**src/rtl/bcd_ctr_n.sv**
```systemverilog
// bcd_ctr_n: DIGITS-wide BCD up/down counter with a programmable terminal value,
// synchronous load, wrap-or-saturate behaviour, a combinational carry/borrow
// flag and a registered one-cycle terminal-event pulse.
module bcd_ctr_n #(
    parameter int DIGITS = 4,
    parameter int WRAP   = 1
) (
    input  logic                clk,
    input  logic                clr,
    input  logic                en,
    input  logic                ld,
    input  logic                up,
    input  logic [4*DIGITS-1:0] d,
    input  logic [4*DIGITS-1:0] lim,
    output logic [4*DIGITS-1:0] q,
    output logic                co,
    output logic                tc
);

    localparam int W = 4 * DIGITS;

    // Force every digit into 0..9 so later arithmetic only sees legal BCD.
    function automatic logic [W-1:0] clamp_bcd(input logic [W-1:0] v);
        logic [W-1:0] r;
        r = '0;
        for (int i = 0; i < DIGITS; i++) begin
            if (v[4*i +: 4] > 4'd9) begin
                r[4*i +: 4] = 4'd9;
            end else begin
                r[4*i +: 4] = v[4*i +: 4];
            end
        end
        return r;
    endfunction

    // Add one with decimal carry ripple from the least significant digit.
    function automatic logic [W-1:0] bcd_inc(input logic [W-1:0] v);
        logic [W-1:0] r;
        logic         carry;
        r     = v;
        carry = 1'b1;
        for (int i = 0; i < DIGITS; i++) begin
            if (carry) begin
                if (v[4*i +: 4] == 4'd9) begin
                    r[4*i +: 4] = 4'd0;
                    carry       = 1'b1;
                end else begin
                    r[4*i +: 4] = v[4*i +: 4] + 4'd1;
                    carry       = 1'b0;
                end
            end else begin
                r[4*i +: 4] = v[4*i +: 4];
            end
        end
        return r;
    endfunction

    // Subtract one with decimal borrow ripple from the least significant digit.
    function automatic logic [W-1:0] bcd_dec(input logic [W-1:0] v);
        logic [W-1:0] r;
        logic         borrow;
        r      = v;
        borrow = 1'b1;
        for (int i = 0; i < DIGITS; i++) begin
            if (borrow) begin
                if (v[4*i +: 4] == 4'd0) begin
                    r[4*i +: 4] = 4'd9;
                    borrow      = 1'b1;
                end else begin
                    r[4*i +: 4] = v[4*i +: 4] - 4'd1;
                    borrow      = 1'b0;
                end
            end else begin
                r[4*i +: 4] = v[4*i +: 4];
            end
        end
        return r;
    endfunction

    logic [W-1:0] q_r;
    logic         tc_r;
    logic [W-1:0] d_c_s;
    logic [W-1:0] lim_c_s;
    logic [W-1:0] ld_val_s;
    logic         at_top_s;
    logic         at_zero_s;
    logic [W-1:0] q_next_s;
    logic         tc_next_s;

    // With all digits legal, packed BCD orders exactly like the decimal value,
    // so plain unsigned compares on the vectors are decimal compares.
    assign d_c_s     = clamp_bcd(d);
    assign lim_c_s   = clamp_bcd(lim);
    assign ld_val_s  = (d_c_s < lim_c_s) ? d_c_s : lim_c_s;
    assign at_top_s  = (q_r >= lim_c_s);
    assign at_zero_s = (q_r == {W{1'b0}});

    // Carry/borrow flag follows direction and current count, regardless of en.
    always_comb begin
        co = 1'b0;
        if (up) begin
            co = at_top_s;
        end else begin
            co = at_zero_s;
        end
    end

    // Next-count selection: load beats count; terminal events flag tc.
    always_comb begin
        q_next_s  = q_r;
        tc_next_s = 1'b0;
        if (en && ld) begin
            q_next_s = ld_val_s;
        end else if (en) begin
            if (up) begin
                if (at_top_s) begin
                    q_next_s  = (WRAP != 0) ? {W{1'b0}} : lim_c_s;
                    tc_next_s = 1'b1;
                end else begin
                    q_next_s = bcd_inc(q_r);
                end
            end else begin
                if (at_zero_s) begin
                    q_next_s  = (WRAP != 0) ? lim_c_s : {W{1'b0}};
                    tc_next_s = 1'b1;
                end else begin
                    q_next_s = bcd_dec(q_r);
                end
            end
        end else begin
            q_next_s = q_r;
        end
    end

    // Count and pulse registers; clr overrides everything else.
    always_ff @(posedge clk) begin
        if (clr) begin
            q_r  <= {W{1'b0}};
            tc_r <= 1'b0;
        end else begin
            q_r  <= q_next_s;
            tc_r <= tc_next_s;
        end
    end

    assign q  = q_r;
    assign tc = tc_r;

endmodule

```
**config.mk**
```make
export PLATFORM = sky130hd
export DESIGN_NAME = bcd_ctr_n
export DESIGN_NICKNAME = d
export VERILOG_FILES = /design/src/rtl/bcd_ctr_n.sv
export SDC_FILE = /design/constraint.sdc
export NUM_CORES = 1
export LEC_CHECK = 0
export CAP_MARGIN = 20
export CORE_ASPECT_RATIO = 0.9
export CORE_MARGIN = 2
export CORE_UTILIZATION = 53
export CTS_BUF_LIST = sky130_fd_sc_hd__clkbuf_4 sky130_fd_sc_hd__clkbuf_8 sky130_fd_sc_hd__clkbuf_16
export DETAILED_ROUTE_END_ITERATION = 7
export GPL_TIMING_DRIVEN = 0
export PLACE_DENSITY = 0.8
export SLEW_MARGIN = 20
export SYNTH_ARGS = -nofsm -noshare
export SYNTH_HDL_FRONTEND = slang
export SYNTH_SLANG_ARGS = --single-unit
```
**constraint.sdc**
```tcl
create_clock -name clk -period 3.7 [get_ports clk]
set_input_delay 0.74 -clock clk [delete_from_list [all_inputs] [get_ports clk]]
set_output_delay 0.74 -clock clk [all_outputs]
set_load 0.02 [all_outputs]
```
==> results.toml <==
[logic_synthesis]
ys_seq_elements = 17
synth_nets = 454
ys_async_sr_fraction = 0
synth_cell_types = 59
synth_warnings = 0
syn_area_sq_um = 2690
synth_ff_type = "dfxtp_1"
syn_avg_cell_area_sq_um = 7.19
synth_seq_area_share = 0.127
synth_edf_count = 0
syn_inst = 374

[die]
initial_utilization = 0.552
die_w_microns = 79.1
core_sq_um = 4860
die-area_sq_um = 5660
fp-row-count = 24
io_pins = 55
chipHeight_microns = 71.6

[clock_network]
cts_buffer_depth = 2
clk_pin_slew_ps = 90
cts_buffers = 3
worstSkewPairLatency_ps = 270
cts-root-buf = "clkbuf_8"
cts_tree = "yes"
cts.sinks = 17
cts_max_level = 1

[critical_path]
cp_num_cells = 11
crit_path_cell_trace = "clkdlybuf4s50_1, nor2_1, nor2_1, nor2_1, ha_1, nand4_1, nor2_2, o2111ai_2, o211ai_4, a21boi_2, buf_4"
crit_top_cell = "nor2_1"
worstPathArrival_ps = 2910
worstSetupEndpointType = "primary output"
startpoint_type = "primary input"
reg2reg_depth = 10
cp_max_fo = 3
regToRegSetupSlack_ps = 860
startpoint = "lim[14]"
r2r_end = "q[8]"
crit_required_ps = 2960
crit_slowest_cell = "clkdlybuf4s50_1"
max_stage_delay_ps = 490
crit_buf_inv = 2
r2r-start = "q[8]"
path_class = "in -> out"
critical_path.top_delay_family = "buffers and inverters"

[timing]
fmax_mhz = 274
finalSetupViolCount = 0
post-route-period-util = 0.986
whs_ps = 607
fin_tns_setup_ps = 0
drv_slew = 0
slew_headroom = 0.539
hold_violations = 0
final.setup_skew_ps = 9.68
tightest_slew_ps = 689
postLayoutSetupSlackWorst_ps = 50.0
period_needed_ps = 3650

[layout]
drive_gt1_frac = 0.0903
final_common_cell = "clkdlybuf4s50_1"
final_cell_mix = "clkdlybuf4s50_1, nor2_1, ha_1"
insertedDiodeCount = 0
nets = 513
final_core_util = 0.711
area_delta_synth_final_pct = 28.6

[placement]
dp_hpwl_microns = 6670
port_buffers = 53
preCtsSetupSlack_ps = -742
gp_congestion = 0.916

[drt]
wl_per_cell_microns = 18.0
vias = 3131
via_per_inst = 6.30
ant_nets = 0
drcViolationCount = 0
routed_wl_microns = 8960
drt_first_pass_iters = 7
drt_iter0_markers = 271

[power]
p_leak_uw = 0.00141
p_seq_frac = 0.259
power.total_uw = 924
clockPowerShare = 0.175
sw_frac_of_total = 0.452
max-vdd-ir-drop_mv = 0.152
p_sw_uw = 417
p_comb_frac = 0.566
p_int_uw = 507
pwr_density_cell_nw_per_um2 = 267

[hold_path]
hold_end = "q[0]"
hold_start = "q[0]"
min_path_type = "reg -> reg"
hold_depth = 2

[global_route]
grt_pass1_wl_microns = 14000
antenna_found_initial = 0
grt_max_degree = 11
grt_pass1_vias = 2884
overflow = 0
grt.total_usage = 0.312

[flow_run]
max_cap_viol_count = 0

[outcome]
status = "complete, no violations"
cells by family (layout without fill, tap and decap cells):
group,count (synthesis),count (layout),share of synthesized area
AOI/OAI and AO/OA,114,114,0.300
xor gates and xnor gates,3,3,0.00978
adders and majority gates,43,43,0.200
buffers and inverters,42,100,0.0638
DFF,17,17,0.127
muxes,10,10,0.0391
and+or+nand+nor,145,145,0.261
sequential cells by signal (all words and copies together), names as in the netlist:
signal / count
q: 16
tc: 1
power groups by stage:
stage	clock [uW]	combinational, uW	sequential [uW]
5_1_grt	163	571	243
4_1_cts	159	493	238
2_1_floorplan	0	298	252
3_3_place_gp	0	474	242
6_report	162	523	239
3_5_place_dp	0	482	241
routing by layer:
metal	share of wire	wire, microns	GRT usage
met1	0.43	3810	0.428
met4	0.019	170	0.0805
met2	0.47	4200	0.508
met3	0.087	776	0.0554
met5	0	0	0
final cells by class:
class	instances	area, sq um
inverters	27	101
repair buffers	54	543
clock buffers	3	41.3
plain buffers	15	72.6
flip-flops and latches	17	340
clock inverters	1	5.00
fillers	407	1410
multi-input cells	315	2270
well taps	65	81.3
worst max path at each step:
stage               end  slack [ps]
floorplan            co         420
global placement     co        -730
detailed placement   co        -740
CTS                  co         -10
global route         co         -50
finish               co          50
synth_stat cells (8+ instances only):
library cell	count	area share
o21ai_0	17	0.032
ha_1	43	0.20
nor2b_1	16	0.037
nand2_1	38	0.053
a311oi_1	10	0.033
nor2_1	49	0.068
dfxtp_1	17	0.13
a21oi_1	24	0.045
inv_1	27	0.038
clkbuf_1	10	0.014
nand2b_1	8	0.019
nor3b_1	9	0.025
tightest hold or removal path: cells and delay by family, from the launching register on:
kind	cells	cell delay, ps
flops	1	390
compound gates	1	50
simple gates	1	130
what timing repair did:
| action | 4_1_cts | 5_1_grt |
|---|---|---|
| endpoints found under the setup margin | 10 | 15 |
| buffers inserted | 1 | 0 |
| pin swaps | 2 | 5 |
| hold buffers | 0 | 0 |
| gates resized for setup | 12 | 20 |
metrics by stage:
step,area (sq um),cells
2_1_floorplan,2690,374
3_3_place_gp,3300,492
3_5_place_dp,3300,492
4_1_cts,3370,497
5_1_grt,3460,497
6_report,3460,497
No activity file was read; power rests on OpenSTA's default activity.
